[src/rtl/music_box_sdram_arbiter.sv]
// rtl/music_box_sdram_arbiter.sv - two-port round-robin arbiter in front of the SDRAM controller
// Optional watchdog on ISSUE/WAIT_DATA enabled by defining SDRAM_ARB_WATCHDOG_EN.
module music_box_sdram_arbiter #(
  parameter int TIMEOUT_CYCLES = 1024
) (
  input  logic        clock_50Mhz,
  input  logic        reset,
  input  logic        p0_req,
  input  logic [24:0] p0_addr,
  input  logic [15:0] p0_wdata,
  input  logic        p0_isWriting,
  output logic        p0_grant,
  output logic        p0_done,
  output logic [15:0] p0_rdata,
  input  logic        p1_req,
  input  logic [24:0] p1_addr,
  input  logic [15:0] p1_wdata,
  input  logic        p1_isWriting,
  output logic        p1_grant,
  output logic        p1_done,
  output logic [15:0] p1_rdata,
  output logic [24:0] sdram_inputAddress,
  output logic [15:0] sdram_writeData,
  output logic        sdram_isWriting,
  output logic        sdram_inputValid,
  input  logic [15:0] sdram_readData,
  input  logic        sdram_outputValid,
  input  logic        sdram_recievedCommand,
  input  logic        sdram_isBusy,
  output logic        arb_timeout,
  output logic [1:0]  arb_state
);

  typedef enum logic [1:0] {
    IDLE      = 2'd0,
    ISSUE     = 2'd1,
    WAIT_DATA = 2'd2,
    DONE      = 2'd3
  } state_t;

  state_t      state_q, state_d;
  logic        owner_q, owner_d;
  logic        last_q, last_d;
  logic        p0_grant_q, p0_grant_d, p1_grant_q, p1_grant_d;
  logic        p0_done_q, p0_done_d, p1_done_q, p1_done_d;
  logic [15:0] p0_rdata_q, p0_rdata_d, p1_rdata_q, p1_rdata_d;
  logic [24:0] addr_q, addr_d;
  logic [15:0] wdata_q, wdata_d;
  logic        we_q, we_d;
  logic        valid_q, valid_d;
  logic        pick_p1;
  logic        wd_fire;

`ifdef SDRAM_ARB_WATCHDOG_EN
  localparam int WD_W = $clog2(TIMEOUT_CYCLES + 1);
  logic [WD_W-1:0] wd_q, wd_d;
  logic            timeout_q, timeout_d;
  logic            in_flight;

  assign in_flight = (state_q == ISSUE) || (state_q == WAIT_DATA);
  assign wd_fire   = in_flight && (wd_q == WD_W'(TIMEOUT_CYCLES - 1));

  always_comb begin
    wd_d      = in_flight ? wd_q + 1'b1 : '0;
    timeout_d = timeout_q | wd_fire;
  end

  always_ff @(posedge clock_50Mhz or posedge reset) begin
    if (reset) begin
      wd_q      <= '0;
      timeout_q <= 1'b0;
    end else begin
      wd_q      <= wd_d;
      timeout_q <= timeout_d;
    end
  end

  assign arb_timeout = timeout_q;
`else
  assign wd_fire     = 1'b0;
  assign arb_timeout = 1'b0;
`endif

  // last_q == 1 means p1 was served last, so p0 wins a tie
  assign pick_p1 = p1_req && (!p0_req || !last_q);

  always_comb begin
    state_d    = state_q;
    owner_d    = owner_q;
    last_d     = last_q;
    p0_grant_d = p0_grant_q;
    p1_grant_d = p1_grant_q;
    p0_done_d  = 1'b0;
    p1_done_d  = 1'b0;
    p0_rdata_d = p0_rdata_q;
    p1_rdata_d = p1_rdata_q;
    addr_d     = addr_q;
    wdata_d    = wdata_q;
    we_d       = we_q;
    valid_d    = valid_q;
    case (state_q)
      IDLE: begin
        if (!sdram_isBusy && (p0_req || p1_req)) begin
          owner_d    = pick_p1;
          p0_grant_d = !pick_p1;
          p1_grant_d = pick_p1;
          addr_d     = pick_p1 ? p1_addr : p0_addr;
          wdata_d    = pick_p1 ? p1_wdata : p0_wdata;
          we_d       = pick_p1 ? p1_isWriting : p0_isWriting;
          valid_d    = 1'b1;
          state_d    = ISSUE;
        end
      end
      ISSUE: begin
        if (sdram_recievedCommand) begin
          valid_d = 1'b0;
          if (we_q) begin
            state_d   = DONE;
            p0_done_d = !owner_q;
            p1_done_d = owner_q;
          end else begin
            state_d = WAIT_DATA;
          end
        end else if (wd_fire) begin
          valid_d   = 1'b0;
          state_d   = DONE;
          p0_done_d = !owner_q;
          p1_done_d = owner_q;
        end
      end
      WAIT_DATA: begin
        if (sdram_outputValid) begin
          if (owner_q) p1_rdata_d = sdram_readData;
          else         p0_rdata_d = sdram_readData;
          state_d   = DONE;
          p0_done_d = !owner_q;
          p1_done_d = owner_q;
        end else if (wd_fire) begin
          state_d   = DONE;
          p0_done_d = !owner_q;
          p1_done_d = owner_q;
        end
      end
      DONE: begin
        p0_grant_d = 1'b0;
        p1_grant_d = 1'b0;
        last_d     = owner_q;
        state_d    = IDLE;
      end
      default: state_d = IDLE;
    endcase
  end

  always_ff @(posedge clock_50Mhz or posedge reset) begin
    if (reset) begin
      state_q    <= IDLE;
      owner_q    <= 1'b0;
      last_q     <= 1'b1;
      p0_grant_q <= 1'b0;
      p1_grant_q <= 1'b0;
      p0_done_q  <= 1'b0;
      p1_done_q  <= 1'b0;
      p0_rdata_q <= '0;
      p1_rdata_q <= '0;
      addr_q     <= '0;
      wdata_q    <= '0;
      we_q       <= 1'b0;
      valid_q    <= 1'b0;
    end else begin
      state_q    <= state_d;
      owner_q    <= owner_d;
      last_q     <= last_d;
      p0_grant_q <= p0_grant_d;
      p1_grant_q <= p1_grant_d;
      p0_done_q  <= p0_done_d;
      p1_done_q  <= p1_done_d;
      p0_rdata_q <= p0_rdata_d;
      p1_rdata_q <= p1_rdata_d;
      addr_q     <= addr_d;
      wdata_q    <= wdata_d;
      we_q       <= we_d;
      valid_q    <= valid_d;
    end
  end

  assign p0_grant           = p0_grant_q;
  assign p1_grant           = p1_grant_q;
  assign p0_done            = p0_done_q;
  assign p1_done            = p1_done_q;
  assign p0_rdata           = p0_rdata_q;
  assign p1_rdata           = p1_rdata_q;
  assign sdram_inputAddress = addr_q;
  assign sdram_writeData    = wdata_q;
  assign sdram_isWriting    = we_q;
  assign sdram_inputValid   = valid_q;
  assign arb_state          = state_q;

endmodule

[config.mk]
export PLATFORM = sky130hd
export DESIGN_NAME = music_box_sdram_arbiter
export DESIGN_NICKNAME = d
export VERILOG_FILES = /design/src/rtl/music_box_sdram_arbiter.sv
export SDC_FILE = /design/constraint.sdc
export NUM_CORES = 1
export LEC_CHECK = 0
export CORE_UTILIZATION = 43
export DETAILED_ROUTE_END_ITERATION = 6
export PLACE_DENSITY = 0.95
export SKIP_LAST_GASP = 1
export SYNTH_ARGS = -nofsm -noshare
export SYNTH_HDL_FRONTEND = slang
export SYNTH_SLANG_ARGS = --single-unit
[constraint.sdc]
create_clock -name clock_50Mhz -period 8.1 [get_ports clock_50Mhz]
set_input_delay 1.62 -clock clock_50Mhz [delete_from_list [all_inputs] [get_ports clock_50Mhz]]
set_output_delay 1.62 -clock clock_50Mhz [all_outputs]
set_load 0.01 [all_outputs]
Word-level counts from Yosys, hierarchy flattened
Cells that the tools add are included.
{ "totals": {"romBits": 0, "word_cells": 61, "out_inout_bits": 82, "latch_bits": 0, "mem_count": 0, "register_bits": 83, "ram_bits": 0} }
{ "classes": {"addsub": 0, "mux": 23, "shifts": 0, "n_reduce_logical": 18, "mul": 0, "magnitude_cmp": 0, "div": 0, "n_eq_ne": 6, "bitwise": 1} }
{ "ops": {"columns": ["cell", "count"], "rows": [
  ["$mux 25", 1],
  ["$mux 16", 1],
  ["$mux 1", 12],
  ["$reduce_and 3->1", 4],
  ["$pmux 1 s2", 5],
  ["$pmux 2 s4", 1],
  ["$mux 2", 3],
  ["$ne 2x2->1 const B", 3],
  ["$logic_not 1->1", 5],
  ["$eq 2x2->1 const B", 2],
  ["$reduce_and 2->1", 2],
  ["$reduce_bool 2->1", 2],
  ["$eq 2x1->1 const B", 1],
  ["$logic_and 1x1->1", 2],
  ["$logic_not 2->1", 1],
  ["$logic_or 1x1->1", 2],
  ["$not 1->1", 1]
]} }

Logic depth before layout (Yosys ltp)
Gate-level depths: netlist of run 1.
{ "depth": {"word_depth": 6, "mapped_depth": 8, "ltp_nobuf": 5} }

Least setup slack after synthesis of run 1
No wires, ideal clock.
{ "synth_timing": {"path_type": "input to register", "from": "input port sdram_isBusy", "to": "register wdata_q[0] (netlist: sdram_writeData[0])", "cell_stages": 6, "n_path_buf": 3, "setup_ns": 0.126, "arrival_time_ns": 2.451, "setup_slack_ns": 5.523, "path_cell_list": "nor2b_4 -> buf_6 -> and3_1 -> buf_6 -> buf_6 -> a221o_1"} }
{ "synth_via": {"elab_chain_cells": 3} }
{ "synth_rtl": {"columns": ["item", "line_no", "text"], "rows": [
  ["from (decl)", "29", "input logic sdram_isBusy,"],
  ["$logic_not 1->1", "103", "if (!sdram_isBusy && (p0_req || p1_req)) begin"],
  ["$logic_and 1x1->1", "103", null],
  ["$reduce_and 2->1 (no source line)", null, null],
  ["to (signal assigned)", "180", "wdata_q <= wdata_d;"],
  ["to (decl)", "48", "logic [15:0] wdata_q, wdata_d;"]
]} }
Every way passes these cells.
A chain may end at the register's enable or synchronous reset.

Final worst setup path of run 1
{ "layout_timing": {"from": "input port sdram_isBusy", "to": "register wdata_q[14] (netlist: sdram_writeData[14])"} }
The elaborated chain is that of the path after synthesis.

==> results of run 1 <==
final cells by class:
cell class / count / area, um^2 / share of cell area (%)
timing repair buffer: 188 / 1880 / 33.1
clock inverter: 6 / 72.6 / 1.28
sequential: 83 / 2080 / 36.6
clock buffer: 10 / 128 / 2.24
tap: 105 / 131 / 2.31
inverter: 4 / 16.3 / 0.286
multi-input combinational: 153 / 1380 / 24.3
worst paths after layout:
kind                                              endpoint  slack [ns]  depth (start not counted)
max in group asynchronous      sdram_isWriting$_DFFE_PP0P_        5.56                          3
min                                p1_rdata[9]$_DFFE_PP0P_        0.51                          1
max reg2reg                sdram_writeData[14]$_DFFE_PP0P_        5.20                          5
min in group asynchronous         p1_rdata[11]$_DFFE_PP0P_        1.90                          3
max                        sdram_writeData[14]$_DFFE_PP0P_        4.36                          4
min reg2reg                        p1_rdata[9]$_DFFE_PP0P_        0.51                          1
synthesized netlist by cell type (all sizes together):
master    n  area (um^2)
a2111oi   1         8.76
a211oi    2         15.0
a21boi   42          315
a21oi     3         15.0
a221o    42          420
a22o      2         17.5
a2bb2oi   2         17.5
a31oi     1         6.26
a32o      1         10.0
and3      3         18.8
buf      15          115
clkbuf    8         30.0
conb      1         3.75
dfrtp    82         2050
dfstp     1         26.3
ha        5         62.6
inv       4         15.0
mux2     34          383
nand2     2         7.51
nand2b    1         6.26
nand3     1         5.00
nand3b    1         7.51
nor2      3         11.3
nor2b     4         32.5
o21bai    1         7.51
or2       1         6.26
worst max-delay path, delay by kind of cell:
| family | cells | cell delay (ns) |
|---|---|---|
| AOI/OAI and AO/OA | 1 | 0.27 |
| and+or+nand+nor | 2 | 1.62 |
| buffers and inverters | 1 | 0.47 |
per-stage QoR:
step / cell area [um^2] / setup slack [ns] / util, % / hold WS, ns
floorplan: 3620 / 4.34 / - / 0.461
global placement: 5490 / 4.13 / 67.1 / 0.485
detailed placement: 5490 / 4.04 / 67.1 / 0.491
CTS: 5690 / 4.38 / 69.5 / 0.512
global route: 5690 / 4.25 / 69.5 / 0.528
finish: 5690 / 4.36 / 69.5 / 0.510
registers in the layout, indices dropped and copies added (netlist names):
name and count:
owner_q 1, sdram_writeData 16, p1_rdata 16, p0_rdata 16, p1_grant 1, last_q 1
arb_state 2, p0_grant 1, sdram_inputValid 1, sdram_inputAddress 25, p1_done 1, sdram_isWriting 1
p0_done 1
logic make-up after synthesis:
kind of cell / after synthesis / share of synthesized area (%)
DFF: 83 / 57.5
adders and majority gates: 5 / 1.73
buffers and inverters: 27 / 4.43
and+or+nand+nor: 16 / 2.63
AOI/OAI and AO/OA: 97 / 23.0
other: 1 / 0.104
muxes: 34 / 10.6
routing by layer:
metal / routed length [um] / up-vias / track usage, %
li1: - / 1356 / -
met1: 3970 / 1471 / 27.4
met2: 5010 / 152 / 39.7
met3: 699 / 16 / 4.77
met4: 179 / 0 / 9.36
met5: 0 / - / 0
power by group through the flow:
| stage | clock network (mW) | registers [mW] | logic [mW] |
|---|---|---|---|
| after floorplan | 0 | 0.801 | 0.363 |
| after global placement | 0 | 0.723 | 0.916 |
| after detailed placement | 0 | 0.732 | 0.957 |
| after CTS | 0.305 | 0.731 | 0.956 |
| after global routing | 0.324 | 0.755 | 1.02 |
| final | 0.299 | 0.732 | 0.949 |
==> results.sh, run 1 <==
export IMPL_final_cell_mix="clkdlybuf4s50_1, dfrtp_1, a21boi_0, a221o_1, mux2_2"
export IMPL_p_seq_share_pct=37.0
export IMPL_dpl_cell_count=533
export IMPL_vias=2995
export IMPL_die_h_um=93.7
export IMPL_arrival_ns=4.02
export IMPL_drt_wl_total_um=9860
export IMPL_syn_nets=375
export IMPL_seq_area_frac_synth_pct=57.5
export IMPL_antenna_found_initial=0
export IMPL_path_cells="clkdlybuf4s50_1 -> nor2b_4 -> and3_2 -> a221o_1"
export IMPL_power_frac_comb_pct=47.9
export IMPL_clock_path_buffers=2
export IMPL_drt_initial_drc_count=149
export IMPL_leakage_nw=2.36
export IMPL_initial_core_util_pct=44.2
export IMPL_drv_cap=0
export IMPL_ios=189
export IMPL_critPathMaxFanout=47
export IMPL_setup_worst_path_start="sdram_isBusy"
export IMPL_die_w_um=93.7
export IMPL_p_sw_uw=634
export IMPL_fmax_mhz=267
export IMPL_synth_area_um2=3620
export IMPL_portBuffers=187
export IMPL_rsz0062_at_grt="no"
export IMPL_wire_per_inst_um=18.0
export IMPL_required_ns=8.38
export IMPL_synth_cell_types=29
export IMPL_dieArea_um2=8780
export IMPL_htreeDepth=3
export IMPL_tightest_slew_ns=1.37
export IMPL_ys_ff_latch=83
export IMPL_cts_resized_gates=0
export IMPL_antenna_left=0
export IMPL_setup_violations_final=0
export IMPL_hold_path_class="reg2reg"
export IMPL_endpoint_kind="register"
export IMPL_switching_share_pct=32.0
export IMPL_clk_latency_ns=0.34
export IMPL_slew_violations=0
export IMPL_fill_cells=546
export IMPL_drive_above_1_share_pct=12.4
export IMPL_yosysWarnings=0
export IMPL_slowest_delay_ns=0.89
export IMPL_final_common_cell="clkdlybuf4s50_1"
export IMPL_hpwl_um=7130
export IMPL_grt_pass1_vias=3097
export IMPL_fin_tns_setup_ns=0
export IMPL_clock_sinks=83
export IMPL_fin_cells=549
export IMPL_cp_slowest_cell="and3_2"
export IMPL_grt_pass1_wl_um=15200
export IMPL_vdd_drop_max_mv=0.137
export IMPL_power_density_nw_per_um2=348
export IMPL_final_setup_skew_ns=0.0141
export IMPL_area_delta_synth_final_pct=57.2
export IMPL_status="finished, final reports clean"
export IMPL_period_minus_slack_ns=3.74
export IMPL_cts_root_buf="clkbuf_8"
export IMPL_internal_power_mw=1.35
export IMPL_finalPower_mw=1.98
export IMPL_grt_max_degree=84
export IMPL_final_period_utilization_pct=46.2
export IMPL_hold_violations=0
export IMPL_synthCells=263
export IMPL_overflow=0
export IMPL_core_area_um2=8180
export IMPL_nNetsFinal=551
export IMPL_worstSetupPathType="in2reg"
export IMPL_slew_headroom_pct=8.65
export IMPL_gp_congestion=0.733
export IMPL_via_per_inst=5.46
export IMPL_std_cell_rows=33
export IMPL_n_antenna_cell=0
export IMPL_post_cts_buffers=0
export IMPL_startpoint_type="input port"
export IMPL_clk_pin_slew_ns=0.08
export IMPL_drc=0
export IMPL_hold_buffers=0
export IMPL_cts_tree="built"
export IMPL_grtUsageTotal_pct=22.8
export IMPL_clkPwrFrac_pct=15.1
export IMPL_syn_mean_instance_area_um2=13.7
export IMPL_drt_pass1_iter_count=4
export IMPL_cts_buffers_inserted=9
export IMPL_reg2reg_from="arb_state[0]$_DFFE_PP0P_"
export IMPL_worstHoldStart="p1_rdata[9]$_DFFE_PP0P_"
Note: power is estimated with default switching activity, not from simulation.
==> inputs of run 2 (changes only) <==
CORE_UTILIZATION = 40   (was 43)
PLACE_DENSITY = 0.91   (was 0.95)
clock period = 3.9 ns   (was 8.1 ns; I/O delays follow)
==> run 2 against run 1 <==
  * Flip-flop and latch count did not move
  * First-iteration DRC count is 42% lower
  * Critical path type unchanged
  * Core utilization fell by 4.1 points
  * Highest routed layer unchanged
  * Die area is 7.3% higher
  * Count of clock-buffer cells in the layout did not move
  * Critical path depth increased by 1
  * Cell area is 0.44% higher
  * Clock power is 110% higher
  * Combinational power grew 110%
==> results.sh, run 2 (synthesized netlist as in run 1, its figures left out) <==
export IMPL_status="finished, final reports clean"
export IMPL_grt_pass1_wl_um=15900
export IMPL_final_common_cell="clkdlybuf4s50_1"
export IMPL_hold_violations=0
export IMPL_n_antenna_cell=0
export IMPL_hold_path_class="reg2reg"
export IMPL_core_area_um2=8720
export IMPL_htreeDepth=3
export IMPL_leakage_nw=2.38
export IMPL_rsz0062_at_grt="no"
export IMPL_portBuffers=187
export IMPL_clk_pin_slew_ns=0.09
export IMPL_via_per_inst=5.51
export IMPL_startpoint_type="input port"
export IMPL_die_h_um=97.1
export IMPL_switching_share_pct=32.0
export IMPL_hold_buffers=0
export IMPL_critPathBufInv=2
export IMPL_post_place_ws_ns=1.02
export IMPL_cp_slowest_cell="or2_1"
export IMPL_ios=189
export IMPL_drive_above_1_share_pct=12.8
export IMPL_finalPower_mw=4.12
export IMPL_nNetsFinal=554
export IMPL_initial_core_util_pct=41.5
export IMPL_slowest_delay_ns=0.71
export IMPL_reg2regPathDepth=7
export IMPL_hold_path_depth=1
export IMPL_slew_violations=0
export IMPL_grtUsageTotal_pct=21.3
export IMPL_drt_pass1_iter_count=4
export IMPL_path_cells="clkdlybuf4s50_1 -> or2_1 -> buf_4 -> a21boi_0 -> a221o_1"
export IMPL_clock_sinks=83
export IMPL_critPathMaxFanout=27
export IMPL_die_w_um=97.1
export IMPL_drv_cap=0
export IMPL_cts_root_buf="clkbuf_8"
export IMPL_wire_per_inst_um=17.9
export IMPL_endpoint_kind="register"
export IMPL_fin_tns_setup_ns=0
export IMPL_gp_congestion=0.795
export IMPL_p_seq_share_pct=36.6
export IMPL_worstSetupPathType="in2reg"
export IMPL_cts_tree="built"
export IMPL_drt_wl_total_um=9950
export IMPL_placed_cell_area_um2=5510
export IMPL_r2r_end="sdram_writeData[14]$_DFFE_PP0P_"
export IMPL_final_setup_worst_slack_ns=1.34
export IMPL_internal_power_mw=2.80
export IMPL_antenna_found_initial=0
export IMPL_fmax_mhz=391
export IMPL_dieArea_um2=9420
export IMPL_required_ns=4.13
export IMPL_clock_path_buffers=2
export IMPL_drc=0
export IMPL_grt_pass1_vias=3210
export IMPL_area_delta_synth_final_pct=57.9
export IMPL_final_period_utilization_pct=65.6
export IMPL_postLayoutCellArea_um2=5710
export IMPL_holdPathEnd="p1_grant$_DFFE_PP0P_"
export IMPL_ff2ff_setup_slack_ns=1.51
export IMPL_p_sw_mw=1.32
export IMPL_hpwl_um=7110
export IMPL_reg2reg_from="arb_state[0]$_DFFE_PP0P_"
export IMPL_clk_latency_ns=0.35
export IMPL_overflow=0
export IMPL_crit_family="buffers and inverters"
export IMPL_grt_max_degree=66
export IMPL_clkPwrFrac_pct=15.3
export IMPL_largest_reg_flops=25
export IMPL_vias=3056
export IMPL_arrival_ns=2.78
export IMPL_power_frac_comb_pct=48.1
export IMPL_post_cts_buffers=0
export IMPL_antenna_left=0
export IMPL_final_setup_skew_ns=0.00928
export IMPL_worstHoldStart="p1_grant$_DFFE_PP0P_"
export IMPL_setup_violations_final=0
export IMPL_drt_initial_drc_count=87
export IMPL_final_cell_mix="clkdlybuf4s50_1, dfrtp_1, a21boi_0, a221o_1, mux2_2"
export IMPL_slew_headroom_pct=26.5
export IMPL_cts_resized_gates=0
export IMPL_vdd_drop_max_mv=0.299
export IMPL_tightest_slew_ns=1.10
export IMPL_power_density_nw_per_um2=721
export IMPL_period_minus_slack_ns=2.56
export IMPL_cts_buffers_inserted=9
export IMPL_std_cell_rows=34
## run 2: cell types whose count changed in the layout (fill, tap and decap cells not counted)
cell and change:
and3_1 +1, buf_4 +3, and3_2 -1
## run 2: layout make-up
| class | count | area, um^2 |
|---|---|---|
| clock buffer | 10 | 128 |
| clock inverter | 6 | 72.6 |
| fill | 652 | 3010 |
| inverter | 4 | 16.3 |
| multi-input combinational | 153 | 1380 |
| sequential | 83 | 2080 |
| tap | 108 | 135 |
| timing repair buffer | 191 | 1900 |
## run 2: worst max path at each step
stage	startpoint	end	cells after the start
2_1_floorplan	reset	arb_state[0]$_DFFE_PP0P_	1
3_3_place_gp	p1_req	sdram_inputAddress[4]$_DFFE_PP0P_	5
3_5_place_dp	p1_req	sdram_inputAddress[15]$_DFFE_PP0P_	5
4_1_cts	p1_req	sdram_inputAddress[14]$_DFFE_PP0P_	5
5_1_grt	p1_req	sdram_inputAddress[5]$_DFFE_PP0P_	5
6_report	p1_req	sdram_inputAddress[14]$_DFFE_PP0P_	5
## run 2: layer usage
metal	up-vias	global-route usage [%]	wire (um)
li1	1369	-	-
met1	1510	26.8	4130
met2	155	35.1	4950
met3	22	6.19	666
met4	0	7.69	215
met5	-	0	0
## run 2: power by group through the flow
stage | Combinational, mW | Sequential, mW | Clock, mW
floorplan | 0.755 | 1.66 | 0
global placement | 1.93 | 1.50 | 0
detailed placement | 1.99 | 1.51 | 0
CTS | 2.00 | 1.51 | 0.641
global route | 2.11 | 1.56 | 0.685
finish | 1.98 | 1.51 | 0.628
## run 2: through the flow
step	cells	util, %	hold slack [ns]
floorplan	263	-	0.461
detailed placement	539	63.2	0.489
global placement	539	63.2	0.485
CTS	555	65.5	0.510
finish	555	65.5	0.503
global route	555	65.5	0.530
==> inputs of run 3 (changes only) <==
CORE_UTILIZATION = 36   (was 40)
PLACE_DENSITY = 0.87   (was 0.91)
clock period = 2.2 ns   (was 3.9 ns; I/O delays follow)
==> run 3 against run 2 <==
  * Clock skew increased by 0.0051 ns
  * Cell area is 3.3% higher
  * Setup slack worse by 1.1 ns
  * Sequential share of layout area decreased by 1.2 points
  * Critical path type is now reg2reg
==> results.sh, run 3 (synthesized netlist as in run 1, its figures left out) <==
export IMPL_status="finished, final reports clean"
export IMPL_cts_tree="built"
export IMPL_hold_violations=0
export IMPL_startpoint_type="register"
export IMPL_grt_pass1_vias=3163
export IMPL_final_common_cell="clkdlybuf4s50_1"
export IMPL_placed_cell_area_um2=5670
export IMPL_grtUsageTotal_pct=19.6
export IMPL_worstSetupPathType="reg2reg"
export IMPL_p_sw_mw=2.33
export IMPL_ff2ff_setup_slack_ns=0.29
export IMPL_std_cell_rows=36
export IMPL_leakage_nw=2.46
export IMPL_initial_core_util_pct=37.0
export IMPL_hold_buffers=0
export IMPL_internal_power_mw=5.15
export IMPL_largest_reg_flops=25
export IMPL_endpoint_kind="register"
export IMPL_die_h_um=102
export IMPL_required_ns=2.43
export IMPL_critPathMaxFanout=42
export IMPL_power_density_nw_per_um2=1270
export IMPL_arrival_ns=2.14
export IMPL_antenna_left=0
export IMPL_clk_latency_ns=0.35
export IMPL_ios=189
export IMPL_dieArea_um2=10400
export IMPL_cts_root_buf="clkbuf_8"
export IMPL_drive_above_1_share_pct=14.3
export IMPL_rsz0062_at_grt="no"
export IMPL_post_route_util_pct=60.3
export IMPL_fill_cells=795
export IMPL_nNetsFinal=562
export IMPL_drt_pass1_iter_count=4
export IMPL_grt_max_degree=43
export IMPL_drc=0
export IMPL_final_setup_skew_ns=0.0144
export IMPL_finalPower_mw=7.48
export IMPL_period_minus_slack_ns=1.91
export IMPL_wire_per_inst_um=17.2
export IMPL_p_seq_share_pct=35.9
export IMPL_fmax_mhz=523
export IMPL_antenna_found_initial=0
export IMPL_die_w_um=102
export IMPL_clkPwrFrac_pct=16.8
export IMPL_core_area_um2=9770
export IMPL_hold_path_class="in2async"
export IMPL_final_cell_mix="clkdlybuf4s50_1, dfrtp_1, a21boi_0, a221o_1, mux2_2"
export IMPL_hpwl_um=7580
export IMPL_htreeDepth=3
export IMPL_clk_pin_slew_ns=0.09
export IMPL_grt_pass1_wl_um=15300
export IMPL_gp_congestion=0.735
export IMPL_drv_cap=0
export IMPL_switching_share_pct=31.2
export IMPL_cts_buffers_inserted=9
export IMPL_post_cts_buffers=0
export IMPL_drt_initial_drc_count=78
export IMPL_via_per_inst=5.18
export IMPL_power_frac_comb_pct=47.3
export IMPL_drt_wl_total_um=10100
export IMPL_slew_violations=0
export IMPL_n_antenna_cell=0
export IMPL_setup_violations_final=0
export IMPL_overflow=0
export IMPL_final_period_utilization_pct=86.9
export IMPL_vias=3047
export IMPL_cts_resized_gates=0
export IMPL_clock_sinks=83
export IMPL_postLayoutCellArea_um2=5900
export IMPL_clock_path_buffers=2
export IMPL_fin_tns_setup_ns=0
export IMPL_vdd_drop_max_mv=0.632
export IMPL_area_delta_synth_final_pct=63.1
export IMPL_portBuffers=187
-- run 3: cell count changes in the layout (fill, tap and decap cells not counted), sizes merged --
| cell | previous run | this run |
|---|---|---|
| clkinvlp | 3 | 2 |
| bufinv | 1 | 2 |
| buf | 4 | 12 |
| clkinv | 1 | 0 |
| inv | 5 | 6 |
-- run 3: worst paths after layout --
path,from,endpoint,cells past startpoint
min in group clock_50Mhz,p0_rdata[6]$_DFFE_PP0P_,p0_rdata[6]$_DFFE_PP0P_,1
max in group asynchronous,reset,p1_done$_DFF_PP0_,3
setup / recovery,arb_state[0]$_DFFE_PP0P_,sdram_inputAddress[16]$_DFFE_PP0P_,6
hold reg to reg,p0_rdata[6]$_DFFE_PP0P_,p0_rdata[6]$_DFFE_PP0P_,1
setup reg to reg,arb_state[0]$_DFFE_PP0P_,sdram_inputAddress[16]$_DFFE_PP0P_,6
hold / removal,reset,sdram_writeData[13]$_DFFE_PP0P_,2
-- run 3: stage by stage --
| stage | hold WS [ns] | cells | setup WS (ns) |
|---|---|---|---|
| after floorplan | 0.461 | 263 | 0.350 |
| after global placement | 0.485 | 572 | 0.210 |
| after detailed placement | 0.491 | 572 | 0.161 |
| after CTS | 0.378 | 588 | 0.290 |
| after global routing | 0.391 | 588 | 0.159 |
| final | 0.387 | 588 | 0.289 |
-- run 3: area by class of cell --
class	instances	area, um^2	share of cell area (%)
Multi-Input combinational cell	153	1380	23.4
Sequential cell	83	2080	35.2
Timing Repair Buffer	199	2020	34.3
Clock buffer	10	138	2.33
Inverter	4	18.8	0.318
Tap cell	133	166	2.82
Clock inverter	6	93.8	1.59
-- run 3: routing by layer --
layer | up-vias | GRT usage, % | share of wire (%)
met1 | 1488 | 22.9 | 42
met3 | 24 | 5.54 | 7.3
li1 | 1380 | - | -
met5 | - | 0 | 0
met4 | 0 | 10.5 | 3.0
met2 | 155 | 32.6 | 48
-- run 3: worst max-delay path: stages (launching register included) --
cell and delay, ns:
dfrtp_1 0.42, inv_1 0.12, ha_1 0.29, nor2b_4 0.16, and3_1 0.22, buf_12 0.19
a221o_1 0.36
-- run 3: power by group through the flow --
stage,combinational [mW],sequential (mW),clock (mW)
6_report,3.54,2.68,1.26
5_1_grt,3.82,2.76,1.35
4_1_cts,3.57,2.69,1.29
2_1_floorplan,1.34,2.95,0
3_5_place_dp,3.58,2.70,0
3_3_place_gp,3.45,2.68,0
